File: config.mk
export PLATFORM = sky130hd
export DESIGN_NAME = t5_dmem
export DESIGN_NICKNAME = d
export VERILOG_FILES = /design/src/rtl/t5_pkg.sv /design/src/rtl/t5_dalign.sv /design/src/rtl/t5_dmem.sv
export SDC_FILE = /design/constraint.sdc
export NUM_CORES = 1
export LEC_CHECK = 0
export CELL_PAD_IN_SITES_DETAIL_PLACEMENT = 0
export CELL_PAD_IN_SITES_GLOBAL_PLACEMENT = 1
export CORE_MARGIN = 2
export CORE_UTILIZATION = 34
export CTS_BUF_LIST = sky130_fd_sc_hd__clkbuf_4
export DETAILED_ROUTE_END_ITERATION = 10
export PLACE_DENSITY_LB_ADDON = 0.1
export SLEW_MARGIN = 20
export SYNTH_ARGS = -nofsm -noshare
export SYNTH_HDL_FRONTEND = slang
export SYNTH_HIERARCHICAL = 1
export SYNTH_SLANG_ARGS = --single-unit
File: constraint.sdc
create_clock -name sclk -period 5.1 [get_ports sclk]
set_input_delay 1.275 -clock sclk [delete_from_list [all_inputs] [get_ports sclk]]
set_output_delay 1.275 -clock sclk [all_outputs]
set_load 0.02 [all_outputs]
File: src/rtl/t5_pkg.sv
// Shared t5 pipeline definitions: opcode/size encodings and the data-bus FSM state.
package t5_pkg;

  localparam logic [4:0] OPC_LOAD  = 5'h00;
  localparam logic [4:0] OPC_STORE = 5'h08;

  localparam logic [1:0] SZ_B = 2'b00;
  localparam logic [1:0] SZ_H = 2'b01;
  localparam logic [1:0] SZ_W = 2'b10;

  typedef enum logic {
    ST_IDLE = 1'b0,
    ST_BUSY = 1'b1
  } dstate_t;

endpackage

File: src/rtl/t5_dalign.sv
// Byte-lane steering for data-bus accesses: byte selects, replicated store data
// and misalignment detection from access size and the low address bits.
module t5_dalign
  import t5_pkg::*;
#(
  parameter int XLEN = 32
) (
  input  logic [1:0]      size,
  input  logic [1:0]      adr,
  input  logic [XLEN-1:0] dat,
  output logic [3:0]      sel,
  output logic [XLEN-1:0] dto,
  output logic            mis
);

  always_comb begin
    sel = 4'h0;
    dto = dat;
    mis = 1'b0;
    unique case (size)
      SZ_B: begin
        sel = 4'b0001 << adr;
        dto = {4{dat[7:0]}};
      end
      SZ_H: begin
        mis = adr[0];
        sel = adr[1] ? 4'hC : 4'h3;
        dto = {2{dat[15:0]}};
      end
      SZ_W: begin
        mis = |adr;
        sel = 4'hF;
      end
      default: mis = 1'b1;
    endcase
  end

endmodule

File: src/rtl/t5_dmem.sv
// Execute-stage data-bus initiator: one Wishbone-style cycle per load/store,
// pipeline hold until ack, ack timeout and misalignment reporting.
module t5_dmem
  import t5_pkg::*;
#(
  parameter int XLEN = 32,
  parameter int TMOW = 4
) (
  input  logic            sclk,
  input  logic            srst,
  input  logic            sena,
  input  logic [6:2]      xopc,
  input  logic [14:12]    xfn3,
  input  logic [XLEN-1:0] xadr,
  input  logic [XLEN-1:0] xdat,
  output logic [XLEN-1:0] dwb_adr,
  output logic [XLEN-1:0] dwb_dto,
  output logic [3:0]      dwb_sel,
  output logic            dwb_stb,
  output logic            dwb_wre,
  input  logic            dwb_ack,
  output logic            dstall,
  output logic            dmis,
  output logic            derr
);

  // Counter value in the last BUSY cycle before timeout; the increment at that
  // edge would reach all-ones, i.e. 2^TMOW-1 BUSY cycles have elapsed.
  localparam logic [TMOW-1:0] TMO_LAST = {{(TMOW-1){1'b1}}, 1'b0};

  dstate_t         state, state_nx;
  logic [TMOW-1:0] cnt;
  logic [3:0]      a_sel;
  logic [XLEN-1:0] a_dto;
  logic            a_mis;
  logic            memop, is_st, take, issue, misreq, tmo;
  logic            unused_fn3;

  assign unused_fn3 = xfn3[14];

  t5_dalign #(.XLEN(XLEN)) u_align (
    .size (xfn3[13:12]),
    .adr  (xadr[1:0]),
    .dat  (xdat),
    .sel  (a_sel),
    .dto  (a_dto),
    .mis  (a_mis)
  );

  assign is_st  = (xopc == OPC_STORE);
  assign memop  = (xopc == OPC_LOAD) || is_st;
  // A new request is only looked at in IDLE or in the ack cycle of BUSY.
  assign take   = (state == ST_IDLE) || dwb_ack;
  assign issue  = take && sena && memop && !a_mis;
  assign misreq = take && sena && memop && a_mis;
  assign tmo    = (state == ST_BUSY) && !dwb_ack && (cnt == TMO_LAST);

  always_ff @(posedge sclk) begin
    if (srst) state <= ST_IDLE;
    else      state <= state_nx;
  end

  always_comb begin
    state_nx = state;
    unique case (state)
      ST_IDLE: if (issue) state_nx = ST_BUSY;
      ST_BUSY: begin
        if (dwb_ack)  state_nx = issue ? ST_BUSY : ST_IDLE;
        else if (tmo) state_nx = ST_IDLE;
      end
      default: state_nx = ST_IDLE;
    endcase
  end

  always_comb begin
    dstall = (state == ST_BUSY) && !dwb_ack;
  end

  always_ff @(posedge sclk) begin
    if (srst) begin
      dwb_adr <= '0;
      dwb_dto <= '0;
      dwb_sel <= 4'h0;
      dwb_stb <= 1'b0;
      dwb_wre <= 1'b0;
      dmis    <= 1'b0;
      derr    <= 1'b0;
      cnt     <= '0;
    end else begin
      dmis <= misreq;
      derr <= tmo;
      if (issue) begin
        dwb_adr <= {xadr[XLEN-1:2], 2'b00};
        dwb_sel <= a_sel;
        dwb_dto <= is_st ? a_dto : '0;
        dwb_stb <= 1'b1;
        dwb_wre <= is_st;
        cnt     <= '0;
      end else if (state == ST_BUSY) begin
        if (dwb_ack || tmo) begin
          dwb_stb <= 1'b0;
          dwb_wre <= 1'b0;
        end else begin
          cnt <= cnt + 1'b1;
        end
      end
    end
  end

endmodule

# Word level (Yosys, flattened, before mapping)
# Index checks and enable logic that the tools add are counted.
# Widths: inputs -> output; s select.
# word_totals
regBits	75
inputBits	76
elab_cells	49
# classes
n_addsub	1
n_eq_ne	4
shift	1
muxes	13
bitwise_logic	2
reduce_logical	19
# ops
operator	count
$pmux 32 s2	1
$mux 32	1
$pmux 4 s3	1
$mux 1	7
$logic_and 1x1->1	6
$eq 5x4->1 const B	1
$logic_not 5->1	1
$add 4x1->4 const B	1
$eq 4x4->1 const B	1
$mux 4	1
$reduce_and 2->1	2
$reduce_bool 2->1	2
$reduce_or 2->1	2
$shl 1x2->4 const A	1
$logic_or 1x1->1	3
$pmux 1 s3	1
$eq 2x1->1 const B	1
$eq 2x2->1 const B	1
$logic_not 1->1	2
$logic_not 2->1	1
$not 1->1	2
$pmux 1 s2	1

# Logic depth before layout (Yosys ltp)
# Gate-level depths: netlist of the first run.
# logic_depth
word_depth	8
depth_mapped	9
depth_no_buf	5

# Hierarchy
# Netlist of the first run, hierarchy kept.
# by_module_without_submodules
mod	n_inst	cells_each	area_each_um2
t5_dmem	1	285	2864.0
t5_dalign	1	69	574.3

# Least setup slack after synthesis of the first run
# Ideal clock, no wire load.
# synth_path
kind	input port to output port
start	input port dwb_ack
end	output port dstall
arrival_ps	2050
required_time_ps	3825
path_slack_ps	1775
stages	4
cell_sequence	nand2b_1 > clkbuf_1 > inv_2 > clkbuf_1
# synth_between
elab_chain_cells	2
# synth_lines
element	line_no	rtl
start: declaration	t5_dmem.sv:21	input logic dwb_ack,
$logic_not 1->1	t5_dmem.sv:76	dstall = (state == ST_BUSY) && !dwb_ack;
$logic_and 1x1->1	t5_dmem.sv:76	
end: declaration	t5_dmem.sv:22	output logic dstall,
# No other way between the ends.

# Worst setup path after layout of the first run
# Ends and elaborated chain as after synthesis.

==> run summary, run 1 <==
The part of the Yosys area used for sequential elements was 0.437; the worst hold slack across all endpoints was 0.477 ns. Across the run, the number of max-cap violations was 0. After layout, the design draws a total of 1.19 mW.

The endpoint of the worst hold-timing path was dwb_adr[4]. The tools report the number of antenna violations at the first check in global routing as 0. The post-CTS setup buffer count was 0. Along the worst path, the maximum fanout reaches 3.

Element type at the critical path start: an input pin. The smallest clock period supported by the final layout is computed as 3.88 ns. First-pass iteration count of the detailed router: 6. The routed design uses 774 um of met3 wire.

The part of the cycle the worst path needs came out at 0.760. The ratio of cells with drive above 1 in the final layout works out to 0.101. The detail route stage leaves a number of antenna-violating nets equal to 0. Measured in cells, the most critical reg-to-reg path has a length of 4.

Detailed routing inserted a total of 3183 vias. The power share of the sequential group was 0.494; the data arrival time of the critical path was 2.60 ns. The transition at the pin with the smallest max-transition slack came out at 0.930 ns.

The startpoint of the tightest hold check path is dwb_adr[4]. The run gives 0.283 mW as the net switching power. Synthesis inferred 75 register bits. The die span in x came out at 105 um.

Wire segments on met2 add up to 4980 um in the final route. After detailed routing, the average wire length per cell comes to 17.3 um. Top flip-flop cell by instance count after synthesis: sky130_fd_sc_hd__dfxtp_1. Summing all flip-flop and latch instances after layout gives 1500 um^2. Highest layer used for signal routing: met4.

The area growth from synthesis to layout is 45.9%. The worst setup path startpoint is dwb_ack. The number of hold violations in the final report came out at 0.

The height of the chip is 105 um, and the total global routing track utilization is 0.190. STA puts the critical path data required time at 3.83 ns. At the end of routability-driven placement, the weighted congestion stood at 0.757. Counting every instance in the synthesized netlist gives 354.

Static timing analysis puts the maximum clock frequency at 0.258 GHz. The switching share of total power is 0.237. The number of different library cells used by synthesis comes to 41. The die covers 10900 um^2.

The Yosys step of the flow raised 6 warnings. For the met1 layer wirelength in the final routing, the log shows 4710 um. The run gives 36 as the floorplan row count. The async set-reset flop share out of synthesis was 0; the worst reg-to-reg setup slack was 3.22 ns. The logs give 2 for the buffer levels on the longest clock path and 0.381 for the portion of total power attributed to the clock network. CTS saw 75 sinks. The power density over the cells is 238 nW/um^2, and the detailed placer's ending HPWL is 6720 um. Non-filler instance count after layout: 607.

Clock tree synthesis selected as its root buffer the cell sky130_fd_sc_hd__clkbuf_4. The DRC violation total after the first TritonRoute iteration is 101, and the cell count after placement is 592. During I/O placement, the number of pins put on the boundary was 149.

TritonCTS built the clock tree. The logs give 0.0122 ns for the largest clock skew in the final design and 0.380 for the relative slew slack. After clock tree synthesis, the flow added hold-fix buffers numbering 0. Setup repair after global routing left no endpoint under its margin.

Path type of the worst min-delay path: register to register. The setup TNS after final layout is 0 ns, and the clock transition time at the flip-flop clock pins of the worst setup and hold paths is 0.12 ns. The clock reaches the later pin of the worst-skew pair after 0.42 ns. The number of fill cells is 957. The aggregate global routing overflow was 0; the aggregate routed wire length was 10500 um. The largest voltage drop on the vdd net was 104 uV; the CTS H-tree depth was 3. The tools report the internal power of the cells as 0.911 mW.

Counting instances, the worst hold path has a depth of 2. The critical path endpoint category is an output port. The logs give 0.352 for the starting density of the core and 3440 um^2 for the total standard cell area after synthesis. Setup violations remaining at the end of the flow were counted as 0. The tools report the leakage dissipation as 1.73 nW.

The run finished with clean final reports. The count of buffers added on input and output ports is 145. The number of global-route vias before repair was 3085. The startpoint identified for the worst register-to-register timing path is state. Once the clock tree was built, the resizer swapped 0 gates to a different size.

The average instance area after synthesis was 9.71 um^2. Capture instance of the worst register-to-register path: dwb_dto[31]. The logs give 0 for the max-slew violation count and 16600 um for the global-route wire length before repair. Share of total power in combinational logic: 0.125. For the clock buffer count from CTS, the log shows 9. The worst setup path is of the input pin to output port kind. 0 antenna diodes ended up in the layout. After the last flow step, the layout net total stands at 548.

The pin count of the biggest net entering global routing was 43. The placeable core region is 9770 um^2, and the DRC violation count after routing is 0. The detailed-route vias per instance came out at 5.24. The synthesized design contains 0 enable-type register cells. For the area occupied by multi-input gates, the log shows 1660 um^2.
==> placed cells by master, fill, tap and decap left out, drive strengths merged <==
master,instances
a21oi,46
a22o,32
a311oi,1
a31o,2
a31oi,2
and3,1
and4,1
buf,9
bufinv,3
clkbuf,9
clkdlybuf4s50,144
clkinv,2
clkinvlp,1
conb,2
dfxtp,75
ha,2
inv,4
mux2,16
mux2i,9
nand2,10
nand2b,2
nand3,5
nand4,34
nor2,5
nor3,2
nor4,2
nor4b,1
o21a,1
o21ai,12
o31ai,35
or2,1
or3,1
or3b,1
or4b,1
==> cell families after synthesis <==
group                      share of synthesized area
AOI/OAI and AO/OA                              0.256
DFF                                            0.437
and+or+nand+nor                                0.125
buffers and inverters                         0.0888
muxes                                         0.0852
adders and majority gates                    0.00728
other                                        0.00109
==> critical path, cell delays in order <==
cell and delay, ns:
sky130_fd_sc_hd__clkdlybuf4s50_1 0.44, sky130_fd_sc_hd__nand2b_2 0.21, sky130_fd_sc_hd__inv_2 0.06, sky130_fd_sc_hd__clkdlybuf4s50_1 0.61
==> sequential cells by signal, indices dropped and copies added (netlist names) <==
register,cells
dmis,1
derr,1
state,1
dwb_adr,30
cnt,4
dwb_sel,4
dwb_stb,1
dwb_wre,1
dwb_dto,32
==> final cells by class <==
cell class,count,area share
inverters,4,0.00299
clock buffers,9,0.0135
clock inverters,6,0.0209
multi-input cells,227,0.330
well taps,133,0.0332
flip-flops and latches,75,0.299
repair buffers,153,0.300
==> worst max-delay path by stage <==
| stage | endpoint | slack (ns) | cells after the start |
|---|---|---|---|
| 2_1_floorplan | dstall | 1.77 | 4 |
| 3_3_place_gp | dstall | 1.24 | 4 |
| 3_5_place_dp | dstall | 1.24 | 4 |
| 4_1_cts | dstall | 1.22 | 4 |
| 5_1_grt | dstall | 1.20 | 4 |
| 6_report | dstall | 1.22 | 4 |
==> routing by layer <==
| metal | vias to the layer above | GRT usage |
|---|---|---|
| met2 | 104 | 0.297 |
| met5 | - | 0 |
| met4 | 0 | 0.0376 |
| met1 | 1498 | 0.247 |
| met3 | 2 | 0.0761 |
| li1 | 1579 | - |
==> cells in the mapped netlist (2+ instances only) <==
library cell	number	area share
sky130_fd_sc_hd__buf_6	5	0.016
sky130_fd_sc_hd__nand3_1	5	0.0073
sky130_fd_sc_hd__nand2_1	10	0.011
sky130_fd_sc_hd__a22o_1	32	0.082
sky130_fd_sc_hd__ha_1	2	0.0073
sky130_fd_sc_hd__buf_4	10	0.022
sky130_fd_sc_hd__inv_1	3	0.0033
sky130_fd_sc_hd__mux2_2	10	0.033
sky130_fd_sc_hd__buf_1	3	0.0033
sky130_fd_sc_hd__nor3_1	2	0.0029
sky130_fd_sc_hd__nand2b_1	2	0.0036
sky130_fd_sc_hd__a31oi_1	2	0.0036
sky130_fd_sc_hd__nand4_1	34	0.062
sky130_fd_sc_hd__a21oi_1	46	0.067
sky130_fd_sc_hd__o21ai_0	8	0.012
sky130_fd_sc_hd__dfxtp_1	75	0.44
sky130_fd_sc_hd__o21ai_1	4	0.0058
sky130_fd_sc_hd__o31ai_1	35	0.076
sky130_fd_sc_hd__mux2_4	6	0.026
sky130_fd_sc_hd__clkbuf_1	26	0.028
sky130_fd_sc_hd__buf_2	3	0.0044
sky130_fd_sc_hd__nor2_1	4	0.0044
sky130_fd_sc_hd__mux2i_1	9	0.026
==> power by group through the flow <==
stage | logic [mW] | registers [mW] | clock network, mW
after floorplan | 0.0722 | 0.606 | 0
after global placement | 0.150 | 0.603 | 0
after detailed placement | 0.150 | 0.603 | 0
after CTS | 0.151 | 0.590 | 0.469
after global routing | 0.162 | 0.591 | 0.501
final | 0.150 | 0.590 | 0.454
==> stage by stage <==
step	setup WS, ns	utilization	area, um^2
global route	1.20	0.513	5020
finish	1.22	0.513	5020
detailed placement	1.24	0.496	4840
floorplan	1.77	-	3440
global placement	1.24	0.496	4840
CTS	1.22	0.513	5020
Note: power is estimated with default switching activity, not from simulation.
==> run 2, diff against run 1 <==
Settings changed: CORE_UTILIZATION 34 to 29.
Clock period 5.1 ns to 3.4 ns, I/O delays scaled along.
==> run summary, run 2 (synthesis gave the netlist of run 1 again) <==
First-pass iteration count of the detailed router: 8. The checks that failed: DRC. The required time of the critical path is 2.55 ns. The number of fill cells is 1158. The register containing the most flip-flops in the final layout is dwb_dto. Setup repair after global routing left no endpoint under its margin. The peak clock frequency supported by timing was 0.333 GHz; the die span in x was 113 um.

Overall power consumption after layout is estimated at 1.59 mW. Leakage dissipation: 1.74 nW. The routed wire length per instance is 17.7 um. The register with the most flip-flops in the layout has 32 of them. The part of the cycle the worst path needs is 0.883, and the total non-filler cell area in the finished layout is 5020 um^2. The tools report the CTS H-tree depth as 3. For this design the ratio of total power to cell area is 316 nW/um^2. The first global-routing pass estimated 17200 um of wire. The total area inside the core boundary comes to 11500 um^2. The DRC violation count after routing was 13. Prior to clock tree synthesis, the placed netlist has a worst setup slack of 0.253 ns. The tools report the setup TNS after final layout as 0 ns. The routed design has 11000 um of wire. The clock period minus worst slack is 3.00 ns.

TritonCTS built the clock tree. The worst path meets setup with 0.397 ns of slack. For the clock latency on the worst-skew pair, the log shows 0.41 ns. The setup path with the least slack is of type input pin to output port. The buffer levels on the longest clock path is 2. The total I/O pin count came out at 149. After clock tree synthesis, the clock-pin slew on the worst setup and hold paths is 0.11 ns. The logs give 9 for the clock buffer count from CTS and 2.15 ns for the data arrival time of the critical path.

The number of global-route vias before repair is 3183. Across the run, the number of max-cap violations was 0. Detailed-route vias per instance: 5.18. The run gives 0 as the number of antenna violations at the first check in global routing. The flow ran to the end, but the final reports show violations. In this run, post-CTS repair resized a total of 0 instances. The post-CTS setup buffer count came out at 0. The detailed placer's ending HPWL was 7240 um. The via count is 3235, and the floorplan row count is 39. The tools report the count of hold-fix buffers inserted at cts as 0.

The count of nets left with antenna violations once routing finished came out at 0. The tools report the count of antenna diodes in the layout as 0. Leaving out fill and tap cells, the most frequent cell in the layout is sky130_fd_sc_hd__clkdlybuf4s50_1. The ratio of cells with drive above 1 in the final layout is 0.112.

In the layout the commonest cells are 145 x sky130_fd_sc_hd__clkdlybuf4s50_1, 75 x sky130_fd_sc_hd__dfxtp_1, 46 x sky130_fd_sc_hd__a21oi_1. The tools report the DRC violation total after the first TritonRoute iteration as 213. The run gives 0 as the number of setup violations in the final report. Relative to the synthesized area, the layout overhead comes to 46.1%. Cell area after placement: 4920 um^2.

Of all nets on the critical path, the largest fanout is 3. The run gives 0 as the number of hold violations in the final report. In the final layout, the registers with the most flip-flops are dwb_dto (32), dwb_adr (30).

The pin count of the biggest net entering global routing is 43, and the largest voltage drop on the vdd net is 168 uV. The path type of the worst min-delay path is register to register. The run gives 0.701 as the last weighted congestion value of the routability-driven placer. The critical path endpoint category was an output port. Max-slew violation count: 0. Element type at the critical path start: an input pin. The die covers 12700 um^2. Total global routing track utilization: 0.170.

The number of buffers inserted by port buffering was 145. In this run the clock root is driven by a sky130_fd_sc_hd__clkbuf_4. The tools report the final net count as 554. The largest clock skew in the final design is 0.0153 ns, and the starting density of the core is 0.299. The height of the chip is 113 um, and the number of sinks driven by the clock tree is 75. The tools report the aggregate global routing overflow as 0.
run 2: cell types whose count changed in the layout (fill, tap and decap cells not counted), sizes merged:
cell	delta
buf	+5
bufinv	-3
clkbuf	+3
clkinv	+2
clkdlybuf4s50	+1
clkinvlp	-1
run 2: per-stage QoR:
step                utilization  cells  hold WS (ns)
floorplan                     -    355         0.472
global placement          0.427    608         0.454
detailed placement        0.427    608         0.463
CTS                       0.436    624         0.483
global route              0.436    624         0.499
finish                    0.436    624         0.477
run 2: worst max-delay path: stages:
cell and delay [ns]:
sky130_fd_sc_hd__clkdlybuf4s50_1 0.43, sky130_fd_sc_hd__nand2b_2 0.21, sky130_fd_sc_hd__inv_2 0.06, sky130_fd_sc_hd__clkdlybuf4s50_1 0.60
run 2: final timing paths:
path                     from           to  slack (ns)  cells past startpoint
setup / recovery      dwb_ack       dstall        0.40                      4
hold / removal    dwb_adr[10]  dwb_adr[10]        0.48                      2
setup reg to reg        state   dwb_dto[9]        1.72                      5
hold reg to reg   dwb_adr[10]  dwb_adr[10]        0.48                      2
run 2: where the power goes:
group	switching [mW]	leakage [nW]	internal (mW)
logic	0.105	1.07	0.125
clock network	0.304	0.0662	0.169
registers	0.00232	0.604	0.883
total	0.412	1.74	1.18
run 2: metal layers:
metal  vias to the layer above  routed length (um)  global-route usage
li1                       1592                   -                   -
met3                         2                1150              0.0745
met1                      1524                4770               0.219
met5                         -                   0                   0
met2                       117                5080               0.265
met4                         0                  42              0.0366
run 2: final cells by class:
| cell class | instances | area [um^2] | share of cell area |
|---|---|---|---|
| multi-input combinational | 227 | 1650 | 0.329 |
| tap | 143 | 179 | 0.0356 |
| inverter | 4 | 15.0 | 0.00299 |
| clock inverter | 4 | 17.5 | 0.00349 |
| timing repair buffer | 159 | 1570 | 0.312 |
| sequential | 75 | 1500 | 0.299 |
| clock buffer | 12 | 90.1 | 0.0179 |
==> run 3, diff against run 2 <==
Settings changed: GPL_TIMING_DRIVEN from default to 0.
==> run summary, run 3 (synthesis gave the netlist of run 1 again) <==
The run finished, with violations left. The checks that failed: DRC. The die is 113 um wide. Setup repair after global routing left no endpoint under its margin. The number of buffers inserted by port buffering came out at 143.

Starting density of the core: 0.299. The logs give 0.542 for the relative slew slack and 17 for the pin count of the biggest net entering global routing. First-pass iteration count of the detailed router: 8. Registers take 1500 um^2.

Number of sinks driven by the clock tree: 75. Portion of total power attributed to the clock network: 0.378. The internal power of the cells is 1.38 mW, and the share of total power in combinational logic is 0.135.

At the pin with the least slew margin, the transition time is 0.684 ns. For this run the aggregate overflow at the end of global routing stands at 0. The layout has 1176 filler cells. The number of flip-flops in the largest register came out at 32.

The path type of the worst min-delay path was register to register. The logs give 1.51 ns for the worst reg-to-reg setup slack and 0.453 for the final core utilization. In the final routed layout, each cell accounts on average for 17.3 um. The core region is 11500 um^2. The count of nets left with antenna violations once routing finished came out at 0.

For this block, the routed nets add up to 11300 um of wire. The startpoint of the tightest hold check path was dwb_adr[2]. Across the VDD grid, the largest voltage drop is 205 uV. The detailed router placed 3357 vias in this run. The number of clock buffers added by TritonCTS is 9.

After clock tree synthesis, the setup repair step added 0 buffers. The clock latency on the worst-skew pair was 0.43 ns; the non-filler instance count after layout was 655. Measured in cells, the most critical reg-to-reg path has a length of 5. The type of the worst setup path is input pin to output port. The library cells used most frequently in the layout, excluding fill and tap cells, are 143 x sky130_fd_sc_hd__clkdlybuf4s50_1, 75 x sky130_fd_sc_hd__dfxtp_1, 46 x sky130_fd_sc_hd__a21oi_1. In this run the count of I/O pins placed on the die edge is 149. The global-route met2 utilization came out at 0.300. Counting flops per register, the top entry is dwb_dto.

The run gives 39 as the floorplan row count. The startpoint of the lowest-slack register-to-register path was state. For the final database, setup skew stands at 0.00756 ns. Final hold analysis gives a worst-case slack of 0.482 ns.

TritonCTS built the clock tree. The height of the chip is 113 um. Max-cap violations in this run came to 0. The worst hold path was traced through 2 stages. In this run the power spent charging and discharging nets is 0.436 mW. The area growth from synthesis to layout is 51.9%. For the peak clock frequency supported by timing, the log shows 0.305 GHz. STA classifies the critical path startpoint as an input pin. The tools report the number of hold violations in the final report as 0. At the worst endpoint, the arrival time is 2.43 ns. The number of antenna violations at the first check in global routing is 0. The global-route wire length before repair was 18000 um. The most common library cell in the layout ignoring fill and taps was sky130_fd_sc_hd__clkdlybuf4s50_1. The switching share of total power works out to 0.240. DRC violation count after routing: 13. The analysis attributes to cell leakage a power of 1.82 nW. The run gives 0 as the max-slew violation count. CTS placed an instance of sky130_fd_sc_hd__clkbuf_4 at the clock tree root. For this run, the post-layout net count is 585. In the final layout, the registers with the most flip-flops are dwb_dto (32), dwb_adr (30). The power share of the sequential group is 0.487. The last weighted congestion value of the routability-driven placer was 0.769. Routing usage on met1: 0.221. The worst hold path terminates at dwb_adr[2]. For the number of global-route vias before repair, the log shows 3448.

The logs give 0 ns for the setup TNS after final layout and 0 for the count of antenna diodes in the layout. The tools report the detailed placer's ending HPWL as 8290 um. The clock transition time at the flip-flop clock pins of the worst setup and hold paths was 0.12 ns; the area occupied by multi-input gates was 1640 um^2.

The part of the cycle the worst path needs was 0.966; the CTS H-tree depth was 3. In this run the worst path has a maximum fanout of 16. In this run the critical register-to-register path is captured at state.

The cell count after placement is 641, and the ratio of cells with drive above 1 in the final layout is 0.109. The smallest clock period supported by the final layout is computed as 3.28 ns. The power consumption was 1.82 mW; the total die area was 12700 um^2. In this run, the number of DRC markers left after iteration 0 of detailed routing was 194. Met3 demand-to-capacity share in global routing: 0.0530. The required time of the critical path came out at 2.55 ns. The worst setup path is captured at an output port. The clock passes through at most 2 buffers. The total global routing track utilization was 0.177; the detailed-route vias per instance was 5.13. The power density over the cells works out to 348 nW/um^2. Setup violations remaining at the end of the flow were counted as 0. The global routing stage identified its most utilized layer as met2.
==> run 3: changes by cell type in the layout (fill, tap and decap cells not counted), moves of 2 or more <==
cell,previous run,this run
sky130_fd_sc_hd__buf_1,0,3
sky130_fd_sc_hd__buf_2,0,3
sky130_fd_sc_hd__buf_4,13,10
sky130_fd_sc_hd__buf_6,0,5
sky130_fd_sc_hd__bufinv_16,0,3
sky130_fd_sc_hd__clkbuf_1,0,24
sky130_fd_sc_hd__clkbuf_4,12,9
sky130_fd_sc_hd__clkdlybuf4s50_1,145,143
==> run 3: routing by layer <==
metal	wire length [um]	vias up
met5	0	-
met4	143	0
met3	905	9
met2	5460	122
met1	4800	1583
li1	-	1643
==> run 3: metrics by stage <==
stage | setup WS [ns] | area, um^2
global route | 0.0350 | 5220
finish | 0.117 | 5220
floorplan | 0.738 | 3440
global placement | -0.333 | 5050
CTS | 0.0555 | 5230
detailed placement | -0.337 | 5050
==> run 3: worst max path at each step <==
stage	from	endpoint	slack [ns]	cells past startpoint
floorplan	xfn3[12]	dwb_dto[10]	0.74	9
global placement	dwb_ack	dstall	-0.33	6
detailed placement	dwb_ack	dstall	-0.34	6
CTS	dwb_ack	dstall	0.06	5
global route	dwb_ack	dstall	0.04	4
finish	dwb_ack	dstall	0.12	4
==> run 3: final cells by class <==
cell class,instances,share of cell area
multi-input cells,227,0.313
inverters,4,0.00335
well taps,143,0.0343
repair buffers,143,0.274
clock inverters,7,0.0204
plain buffers,47,0.0542
flip-flops and latches,75,0.288
clock buffers,9,0.0129
==> run 3: what timing repair did <==
action,4_1_cts,5_1_grt
resized for setup,1,0
hold buffers,0,0
endpoints found under the setup margin,1,1
gates cloned,0,0
pin swaps,0,0
hold endpoints to repair,0,0
==> run 3: power by group through the flow <==
stage | Combinational [mW] | Clock (mW) | Sequential, mW
floorplan | 0.108 | 0 | 0.909
global placement | 0.246 | 0 | 0.905
detailed placement | 0.247 | 0 | 0.905
CTS | 0.248 | 0.718 | 0.885
global route | 0.265 | 0.748 | 0.886
finish | 0.245 | 0.687 | 0.885
==> run 3: worst max-delay path: stages <==
cell,delay (ns)
sky130_fd_sc_hd__clkdlybuf4s50_1,0.43
sky130_fd_sc_hd__nand2b_1,0.28
sky130_fd_sc_hd__inv_4,0.23
sky130_fd_sc_hd__clkdlybuf4s50_1,0.64
